### src/rtl/spi_master.sv
// ============================================================================
// Module      : spi_master
// Description : Mode-0 SPI master; WIDTH-bit MSB-first transfers, CLKDIV clk
//               cycles per SCLK half-period, lead/trail select guard times.
// Revision    : 1.0 - initial release
// ============================================================================
`default_nettype none

module spi_master #(
    parameter int WIDTH  = 8,
    parameter int CLKDIV = 4
) (
    input  logic             clk,
    input  logic             rst_n,
    input  logic             start,
    input  logic [WIDTH-1:0] tx_data,
    output logic             busy,
    output logic             done,
    output logic [WIDTH-1:0] rx_data,
    output logic             sclk,
    output logic             cs_n,
    output logic             mosi,
    input  logic             miso
);

    localparam int c_cw = $clog2(CLKDIV + 1);
    localparam int c_bw = $clog2(WIDTH + 1);
    localparam logic [c_cw-1:0] c_cnt_load = c_cw'(CLKDIV - 1);
    localparam logic [c_bw-1:0] c_last_bit = c_bw'(WIDTH - 1);

    typedef enum logic [2:0] {
        S_IDLE  = 3'd0,
        S_LEAD  = 3'd1,
        S_LOW   = 3'd2,
        S_HIGH  = 3'd3,
        S_TRAIL = 3'd4
    } state_t;

    state_t           r_state;
    logic [c_cw-1:0]  r_cnt;
    logic [c_bw-1:0]  r_bits;
    logic [WIDTH-1:0] r_tx_sh;
    logic [WIDTH-1:0] r_rx_sh;
    logic [WIDTH-1:0] r_rx_data;
    logic             r_busy;
    logic             r_done;
    logic             r_sclk;
    logic             r_cs_n;
    logic             r_mosi;

    logic [WIDTH-1:0] w_tx_next;
    logic [WIDTH-1:0] w_rx_next;
    logic             w_cnt_zero;

    // Concatenate-then-truncate keeps both shifts legal even for WIDTH=1.
    assign w_tx_next  = WIDTH'({r_tx_sh, 1'b0});
    assign w_rx_next  = WIDTH'({r_rx_sh, miso});
    assign w_cnt_zero = (r_cnt == '0);

    always_ff @(posedge clk or negedge rst_n) begin
        if (!rst_n) begin
            r_state   <= S_IDLE;
            r_cnt     <= '0;
            r_bits    <= '0;
            r_tx_sh   <= '0;
            r_rx_sh   <= '0;
            r_rx_data <= '0;
            r_busy    <= 1'b0;
            r_done    <= 1'b0;
            r_sclk    <= 1'b0;
            r_cs_n    <= 1'b1;
            r_mosi    <= 1'b0;
        end else begin
            r_done <= 1'b0;
            case (r_state)
                S_IDLE: begin
                    if (start) begin
                        r_state <= S_LEAD;
                        r_tx_sh <= tx_data;
                        r_rx_sh <= '0;
                        r_cnt   <= c_cnt_load;
                        r_bits  <= '0;
                        r_busy  <= 1'b1;
                        r_cs_n  <= 1'b0;
                        r_sclk  <= 1'b0;
                        r_mosi  <= tx_data[WIDTH-1];
                    end
                end
                S_LEAD, S_LOW: begin
                    if (w_cnt_zero) begin
                        r_state <= S_HIGH;
                        r_cnt   <= c_cnt_load;
                        r_sclk  <= 1'b1;
                    end else begin
                        r_cnt <= r_cnt - 1'b1;
                    end
                end
                S_HIGH: begin
                    if (w_cnt_zero) begin
                        // Falling SCLK edge: sample miso, then present the next bit.
                        r_rx_sh <= w_rx_next;
                        r_bits  <= r_bits + 1'b1;
                        r_cnt   <= c_cnt_load;
                        r_sclk  <= 1'b0;
                        if (r_bits == c_last_bit) begin
                            r_state <= S_TRAIL;
                        end else begin
                            r_state <= S_LOW;
                            r_tx_sh <= w_tx_next;
                            r_mosi  <= w_tx_next[WIDTH-1];
                        end
                    end else begin
                        r_cnt <= r_cnt - 1'b1;
                    end
                end
                S_TRAIL: begin
                    if (w_cnt_zero) begin
                        r_state   <= S_IDLE;
                        r_rx_data <= r_rx_sh;
                        r_busy    <= 1'b0;
                        r_done    <= 1'b1;
                        r_cs_n    <= 1'b1;
                        r_mosi    <= 1'b0;
                    end else begin
                        r_cnt <= r_cnt - 1'b1;
                    end
                end
                default: begin
                    r_state <= S_IDLE;
                    r_busy  <= 1'b0;
                    r_cs_n  <= 1'b1;
                    r_sclk  <= 1'b0;
                    r_mosi  <= 1'b0;
                end
            endcase
        end
    end

    assign busy    = r_busy;
    assign done    = r_done;
    assign rx_data = r_rx_data;
    assign sclk    = r_sclk;
    assign cs_n    = r_cs_n;
    assign mosi    = r_mosi;

endmodule

`default_nettype wire

### config.mk
export PLATFORM = sky130hd
export DESIGN_NAME = spi_master
export DESIGN_NICKNAME = d
export VERILOG_FILES = /design/src/rtl/spi_master.sv
export SDC_FILE = /design/constraint.sdc
export NUM_CORES = 1
export LEC_CHECK = 0
export ABC_AREA = 1
export BUFFER_PORTS_ARGS = -buffer_cell sky130_fd_sc_hd__buf_2
export CORE_ASPECT_RATIO = 0.6
export CORE_MARGIN = 4
export CORE_UTILIZATION = 45
export DETAILED_ROUTE_END_ITERATION = 6
export SLEW_MARGIN = 15
export SYNTH_ARGS = -nofsm -noshare
export SYNTH_HDL_FRONTEND = slang
export SYNTH_SLANG_ARGS = --single-unit
### constraint.sdc
create_clock -name clk -period 2.2 [get_ports clk]
set_clock_uncertainty 0.2 [all_clocks]
set_input_delay 0.44 -clock clk [delete_from_list [all_inputs] [get_ports clk]]
set_output_delay 0.44 -clock clk [all_outputs]
set_load 0.05 [all_outputs]
# Yosys cells after proc, flatten, opt, wreduce, memory -nomap -nowiden
# Cells that the tools add are included.
dict set report totals {
  ff_bits 38
  latch_bits 0
  ramBits 0
  rom_bits 0
  output_inout_bits 13
  word_cells 74
  memories 0
}
dict set report op_classes {
  add_sub_neg 2
  multipliers 0
  div 0
  n_lt_le_gt_ge 0
  n_eq_ne 11
  shift 0
  n_mux 33
  bitwise_logic 3
  reduce_logical 14
}
# op count
set ops {}
lappend ops {{two-way mux 3 bit} 8}
lappend ops {{two-way mux 7 bit} 3}
lappend ops {{two-way mux 8 bit} 2}
lappend ops {{one-hot mux 8 bit (2 select lines)} 1}
lappend ops {{one-hot mux 7 bit (2 select lines)} 1}
lappend ops {{!= test 2 bit, second input constant} 6}
lappend ops {{one-hot mux 3 bit (4 select lines)} 1}
lappend ops {{AND reduction 4 bit} 3}
lappend ops {{two-way mux 1 bit} 9}
lappend ops {{one-hot mux 3 bit (3 select lines)} 1}
lappend ops {{AND reduction 3 bit} 3}
lappend ops {{two-way mux 4 bit} 2}
lappend ops {{one-hot mux 1 bit (4 select lines)} 2}
lappend ops {{one-hot mux 4 bit (2 select lines)} 1}
lappend ops {{== test 3 x 2 -> 1 bit, second input constant} 2}
lappend ops {{logical NOT 3 bit} 2}
lappend ops {{one-hot mux 1 bit (3 select lines)} 2}
lappend ops {{AND reduction 5 bit} 1}
lappend ops {{adder 4 x 1 -> 4 bit, second input constant} 1}
lappend ops {{== test 4 x 3 -> 1 bit, second input constant} 1}
lappend ops {{== test 3 x 1 -> 1 bit, second input constant} 1}
lappend ops {{== test 3 bit, second input constant} 1}
lappend ops {{NOT 1 bit} 3}
lappend ops {{nonzero test 3 bit} 1}
lappend ops {{5 further kinds} 5}

# Depth between registers and ports, before layout
# Gate-level depths: netlist of the first run.
dict set report logic_depth {
  ltp_word 4
  depth_mapped 10
}

# Worst setup path before layout of the first run
# Ideal clock, no wire load.
dict set report synth_path {
  path_type {register to register}
  startpoint {register r_cnt[0]}
  endpoint {register r_rx_data[5] (netlist: rx_data[5])}
  setup_ns 0.127
  arrival_ns 1.279
  required_time_ns 1.873
  setup_slack_ns 0.593
  path_stages_with_launch 9
  period_less_slack_ns 1.607
  path_cell_list {dfrtp_1 inv_1 ha_1 inv_1 nor2_1 nand2_1 buf_2 nand2_1 o21ai_0}
}
dict set report synth_via {
  elab_chain_cells 2
}
# item line_no
set synth_rtl {}
lappend synth_rtl {{start, declared} 40} ;# logic [c_cw-1:0] r_cnt;
lappend synth_rtl {{start signal, assigned} 81} ;# r_cnt <= c_cnt_load;
lappend synth_rtl {{start signal, assigned} 92} ;# r_cnt <= c_cnt_load;
lappend synth_rtl {{start signal, assigned} 95} ;# r_cnt <= r_cnt - 1'b1;
lappend synth_rtl {{logical NOT 3 bit} 58} ;# assign w_cnt_zero = (r_cnt == '0);
lappend synth_rtl {{AND reduction 2 bit (no line)} --}
lappend synth_rtl {{end signal, assigned} 119} ;# r_rx_data <= r_rx_sh;
lappend synth_rtl {{end, declared} 44} ;# logic [WIDTH-1:0] r_rx_data;
# No other way between the ends.
# A chain may end at the register's enable or synchronous reset.

# Worst setup path after layout of the first run
dict set report layout_path {
  startpoint {register r_cnt[0]}
  endpoint {register r_rx_data[2] (netlist: rx_data[2])}
}
# Same word-level chain as after synthesis.

==> metrics.md, run 1 <==
| Metric | Value |
|---|---|
| Diodes inserted | `0` |
| First-pass GRT wire length | `6534 um` |
| Cell Area, Synth | `0.001831 sq mm` |
| Setup repair bufs after CTS | `0` |
| Smallest hold slack | `0.1612 ns` |
| Yosys top cell by area | `dfrtp_1` |
| Max Cap Viol | `0` |
| Vias in the first global route | `1390` |
| Pleak | `1.179 nW` |
| Tcrit/Tclk final | `0.8358` |
| # DRC | `0` |
| Synthesized instance count | `225` |
| Die extent in y | `57.41 um` |
| Clock Latency Late Sink | `0.30 ns` |
| CTS tree | `done` |
| Sequential area share after synthesis | `0.5202` |
| YS warnings | `0` |
| Pins over their slew limit | `0` |
| Critical Path Source Type | `flip-flop` |
| RSZ-0062 raised after global routing | `false` |
| Count of different cell masters after synthesis | `22` |
| Placed instance area | `0.002008 sq mm` |
| Worst-margin pin slew | `0.4827 ns` |
| CP Capture Type | `flip-flop` |
| Die W | `90.34 um` |
| Post-DP HPWL | `2641 um` |
| Slew headroom | `0.6782` |
| Final non-filler cell area | `0.002161 sq mm` |
| Vias post-DR | `1423` |
| Remaining antenna violation count | `0` |
| Final setup viols | `0` |
| Starting Density | `0.4835` |
| Die area | `0.005186 sq mm` |
| Placer Congestion | `0.8015` |
| Synth top area share | `0.5058` |
| CTS root buffer | `clkbuf_8` |
| Initial antenna violation count | `0` |
| Wirelength per Cell | `12.07 um` |
| Detailed Routing Iterations Pass 1 | `4` |
| Final Hold Violating Endpoints | `0` |
| Min Clock Period, post-route | `1.839 ns` |
| Mean Syn Cell Area | `8.136 sq um` |
| Num CTS Buffers | `5` |
| Outcome | `finished clean` |
| Total routed wirelength | `3682 um` |
| WP data arrival | `1.85 ns` |
| Critical path class | `reg2reg` |
| Syn_nets | `240` |
| Setup_tns | `0 ns` |
| H-Tree Depth | `2` |
| FMAX | `0.5439 GHz` |
| P&R area growth vs syn | `18.04%` |
| Hold Crit Class | `in2reg` |
| Commonest non-fill, non-tap cell in the layout | `nand2_1` |
| Max IR drop VDD | `0.0006250 V` |
| Largest net degree at the start of global routing | `39` |
| Routed vias/inst | `4.666` |
| Final core occ | `0.5707` |
| Total track usage | `0.1606` |
| CTS clock-pin slew for the worst setup and hold paths | `0.08 ns` |
| PD cells | `1358 mW/mm^2` |
| Standard-cell rows | `17` |
| Io pins | `25` |
| DR iter-0 viols | `77` |
| Leading post-synthesis cells by cell area | `dfrtp_1 (51%), nand2_1 (18%), o21ai_0 (8.2%), inv_1 (4.9%), nand3_1 (3.0%)` |
| Final nets | `272` |
| Critical path peak fanout | `16` |
| FF+latch count, synth | `38` |
| Number of I/O port buffers | `24` |
| WP data required | `2.21 ns` |
| Most frequent cells in the layout | `nand2_1 (86), dfrtp_1 (37), o21ai_0 (30)` |
| Max clock buf depth | `2` |
| Resized Gates After CTS | `0` |
| Total gr overflow | `0` |
| # hold bufs at CTS | `1` |
| Layout cells sized above 1 | `0.1938` |
| TritonCTS Sinks | `38` |
| Core area | `0.003786 sq mm` |
routing by layer:
metal	vias up	routed length, um	track usage
li1	764	-	-
met1	628	2007	0.2313
met2	24	1449	0.2208
met3	7	174	0.05929
met4	0	50	0.05447
met5	-	0	0
state kept, by name (all words and copies together) (netlist names), 3 cells and up:
signal,cells
r_state,3
r_tx_sh,7
r_cnt,3
rx_data,8
r_bits,4
r_rx_sh,8
stage by stage:
| step | total power, mW | instances | setup WS [ns] |
|---|---|---|---|
| 3_5_place_dp | 2.213 | 296 | 0.3643 |
| 3_3_place_gp | 2.202 | 296 | 0.4615 |
| 6_report | 2.935 | 305 | 0.3613 |
| 4_1_cts | 2.961 | 305 | 0.3391 |
| 2_1_floorplan | 1.965 | 225 | 0.5935 |
| 5_1_grt | 3.188 | 305 | 0.1098 |
synth_stat cells:
master and number:
nand3_2 1, buf_6 1, inv_1 24, dfrtp_1 37
nand2_4 3, inv_2 1, nand2_2 4, buf_2 1
nor3b_1 1, nand2_1 86, o21ai_2 1, inv_4 1
o21ai_1 1, nor2_4 3, ha_1 3, nand3_1 11
xor2_1 2, buf_4 1, o21ai_0 30, nand4_1 1
nor2_1 11, dfstp_2 1
cell families (layout without fill, tap and decap cells):
| kind of cell | count (synthesis) | count (layout) | share of synthesized area |
|---|---|---|---|
| xor gates and xnor gates | 2 | 2 | 0.009571 |
| and+or+nand+nor | 121 | 121 | 0.2925 |
| buffers and inverters | 29 | 62 | 0.06767 |
| DFF | 38 | 38 | 0.5202 |
| AOI/OAI and AO/OA | 32 | 32 | 0.08954 |
| adders and majority gates | 3 | 3 | 0.02051 |
final timing paths:
kind,end,startpoint,cells after the start,slack [ns]
hold / removal,r_tx_sh[0],tx_data[0],3,0.16
setup / recovery,rx_data[2],r_cnt[0],6,0.36
hold reg to reg,mosi,mosi,2,0.27
min in group asynchronous,busy,rst_n,3,0.52
setup reg to reg,rx_data[2],r_cnt[0],6,0.36
max in group asynchronous,cs_n,rst_n,3,0.93
final cells by class:
cell class / instances / area (sq um)
multi-input cells: 158 / 754.5
inverters: 26 / 100.1
clock buffers: 6 / 82.58
clock inverters: 2 / 60.06
repair buffers: 28 / 152.6
flip-flops and latches: 38 / 952.2
well taps: 47 / 58.81
fillers: 354 / 1625
worst max-delay path, stage by stage, from the launching register on:
cell,delay (ns)
dfrtp_1,0.38
inv_1,0.09
ha_1,0.18
inv_1,0.04
nor2_1,0.22
nand2_1,0.35
o21ai_0,0.29
power by group:
group          internal (mW)  switching [mW]
logic                  0.365           0.826
clock network          0.484           0.254
registers              0.890           0.116
total                   1.74            1.20
Note: power is estimated with default switching activity, not from simulation.
==> run 2, diff against run 1 <==
- PLACE_DENSITY: unset -> 0.67
- clock period: 2.2 -> 1.6 ns (I/O delays scaled with it)
==> metrics.md, run 2 (same netlist as run 1, synthesis figures left out) <==
| Metric | Value |
|---|---|
| CP top delay family | `simple AND/OR/NAND/NOR gates (unchanged)` |
| Critical path class | `reg2reg (unchanged)` |
| Endpoint, Worst Hold | `r_tx_sh[0] (unchanged)` |
| Pins over their slew limit | `0 (unchanged)` |
| Pwr Total | `4.510 mW (was 2.935 mW)` |
| Standard-cell rows | `17 (unchanged)` |
| Commonest non-fill, non-tap cell in the layout | `nand2_1 (unchanged)` |
| TritonCTS Sinks | `38 (unchanged)` |
| Placer Congestion | `0.8803 (was 0.8015)` |
| First-pass GRT wire length | `6748 um (was 6534 um)` |
| Die W | `90.34 um (unchanged)` |
| Vias in the first global route | `1416 (was 1390)` |
| Diodes inserted | `0 (unchanged)` |
| HP Start | `tx_data[0] (unchanged)` |
| R2r startpoint | `r_state[0] (was r_cnt[0])` |
| Final setup viols | `1 (was 0)` |
| Tcrit/Tclk final | `1.001 (was 0.8358)` |
| Multi-input logic area | `824.5 sq um (was 754.5 sq um)` |
| Most frequent cells in the layout | `nand2_1 (81), dfrtp_1 (34), buf_2 (23) (was nand2_1 (86), dfrtp_1 (37), o21ai_0 (30))` |
| Hold Crit Class | `in2reg (unchanged)` |
| Max Cap Viol | `0 (unchanged)` |
| Smallest hold slack | `0.03056 ns (was 0.1612 ns)` |
| CTS tree | `done (unchanged)` |
| Post-DP HPWL | `2895 um (was 2641 um)` |
| Slew headroom | `0.7376 (was 0.6782)` |
| Min Clock Period, post-route | `1.602 ns (was 1.839 ns)` |
| Crit path largest cell delay | `0.45 ns (was 0.38 ns)` |
| CP Capture Type | `flip-flop (unchanged)` |
| Total track usage | `0.1646 (was 0.1606)` |
| CTS root buffer | `clkbuf_8 (unchanged)` |
| Crit path top cell by count | `buf_4 (was inv_1)` |
| Number of I/O port buffers | `24 (unchanged)` |
| PD cells | `1889 mW/mm^2 (was 1358 mW/mm^2)` |
| Worst reg2reg path depth | `7 (was 6)` |
| Reg area | `955.9 sq um (was 952.2 sq um)` |
| Total gr overflow | `0 (unchanged)` |
| Critical path peak fanout | `5 (was 16)` |
| Largest net degree at the start of global routing | `24 (was 39)` |
| Max IR drop VDD | `0.0008997 V (was 0.0006250 V)` |
| H-Tree Depth | `2 (unchanged)` |
| CTS clock-pin slew for the worst setup and hold paths | `0.08 ns (about the same)` |
| Worst Hold Depth | `3 (unchanged)` |
| Io pins | `25 (unchanged)` |
| Critical R2R Capture | `r_state[2] (was rx_data[2])` |
| Failing checks | `setup timing` |
| # DRC | `0 (unchanged)` |
| Routed vias/inst | `4.659 (was 4.666)` |
| Die extent in y | `57.41 um (unchanged)` |
| Remaining antenna violation count | `0 (unchanged)` |
| RSZ-0062 raised after global routing | `true (was false)` |
| Critical Path Source Type | `flip-flop (unchanged)` |
| Num CTS Buffers | `5 (unchanged)` |
| WP data required | `1.60 ns (was 2.21 ns)` |
| CP max stage cell | `dfrtp_2 (was dfrtp_1)` |
| Starting Density | `0.4835 (unchanged)` |
| Vias post-DR | `1505 (was 1423)` |
| Clock Latency Late Sink | `0.29 ns (was 0.30 ns)` |
| P&R area growth vs syn | `30.42% (was 18.04%)` |
| CP Buf/Inv Count | `3 (was 2)` |
| Detailed Routing Iterations Pass 1 | `4 (unchanged)` |
| Core area | `0.003786 sq mm (unchanged)` |
| R2r setup slk | `-0.002 ns (was 0.36 ns)` |
| FMAX | `0.6243 GHz (was 0.5439 GHz)` |
| Max clock buf depth | `2 (unchanged)` |
| Final nets | `290 (was 272)` |
| Wirelength per Cell | `12.35 um (was 12.07 um)` |
| Final Hold Violating Endpoints | `0 (unchanged)` |
| Worst setup margin | `-0.001820 ns (was 0.3613 ns)` |
| Critical path cell sequence | `nor2_4 > nand2_1 > nor2_2 > inv_1 > buf_4 > buf_4 > o21ai_0 (was inv_1 > ha_1 > inv_1 > nor2_1 > nand2_1 > o21ai_0)` |
| DR iter-0 viols | `67 (was 77)` |
| Fillers | `340 (was 354)` |
| Initial antenna violation count | `0 (unchanged)` |
| WP data arrival | `1.60 ns (was 1.85 ns)` |
| Total routed wirelength | `3990 um (was 3682 um)` |
| Pleak | `1.270 nW (was 1.179 nW)` |
| Layout cells sized above 1 | `0.3225 (was 0.1938)` |
| Die area | `0.005186 sq mm (unchanged)` |
| Outcome | `complete, but fails checks (was finished clean)` |
| Worst-margin pin slew | `0.3936 ns (was 0.4827 ns)` |
[run 2: timing repair]
item / CTS / global route
setup endpoints to repair: 15 / 37
pin swaps: 1 / 14
resized for setup: 5 / 31
endpoints found under the hold margin: 14 / 0
buffers inserted: 0 / 6
hold buffers: 1 / 0
gates cloned: 0 / 0
[run 2: cell type report]
cell class / count / share of cell area
clock buffers: 5 / 0.02883
flip-flops and latches: 38 / 0.4004
multi-input cells: 158 / 0.3454
repair buffers: 46 / 0.1300
clock inverters: 3 / 0.02883
inverters: 26 / 0.04193
well taps: 47 / 0.02463
[run 2: how the worst max path moves through the flow]
| stage | from | end | slack [ns] | depth (start not counted) |
|---|---|---|---|---|
| after detailed placement | r_cnt[0] | r_tx_sh[2] | -0.03 | 9 |
| after floorplan | r_cnt[0] | r_cnt[0] | 0.05 | 8 |
| after CTS | r_cnt[0] | r_tx_sh[2] | -0.005 | 9 |
| after global routing | r_cnt[0] | r_state[1] | -0.08 | 9 |
| after global placement | r_state[1] | r_rx_sh[2] | 0.001 | 5 |
| final | r_state[0] | r_state[2] | -0.002 | 7 |
[run 2: worst reg2reg max path: stages, from the launching register on]
cell     delay, ns
dfrtp_2       0.45
nor2_4        0.17
nand2_1       0.15
nor2_2        0.16
inv_1         0.08
buf_4         0.13
buf_4         0.11
o21ai_0       0.06
[run 2: report_power, final]
part / internal [mW] / switching, mW / total (mW)
Sequential: 1.23 / 0.168 / 1.40
Clock: 0.625 / 0.350 / 0.974
Combinational: 0.817 / 1.32 / 2.14
[run 2: metrics by stage]
step                setup slack (ns)  instance area [sq um]    TNS, ns  instances  utilization
floorplan                    0.05437                   1833          0        225            -
global placement            0.001334                   2113          0        308       0.5582
detailed placement          -0.02840                   2113    -0.1180        308       0.5582
CTS                        -0.005184                   2275   -0.01879        317       0.6008
global route                -0.08172                   2387    -0.8489        323       0.6305
finish                     -0.001820                   2387  -0.001820        323       0.6305
[run 2: per-layer routing]
| layer | part of all wire | up-vias | track usage |
|---|---|---|---|
| li1 | - | 799 | - |
| met1 | 0.55 | 670 | 0.2523 |
| met2 | 0.39 | 31 | 0.2187 |
| met3 | 0.052 | 5 | 0.05270 |
| met4 | 0.0078 | 0 | 0.04575 |
| met5 | 0 | - | 0 |
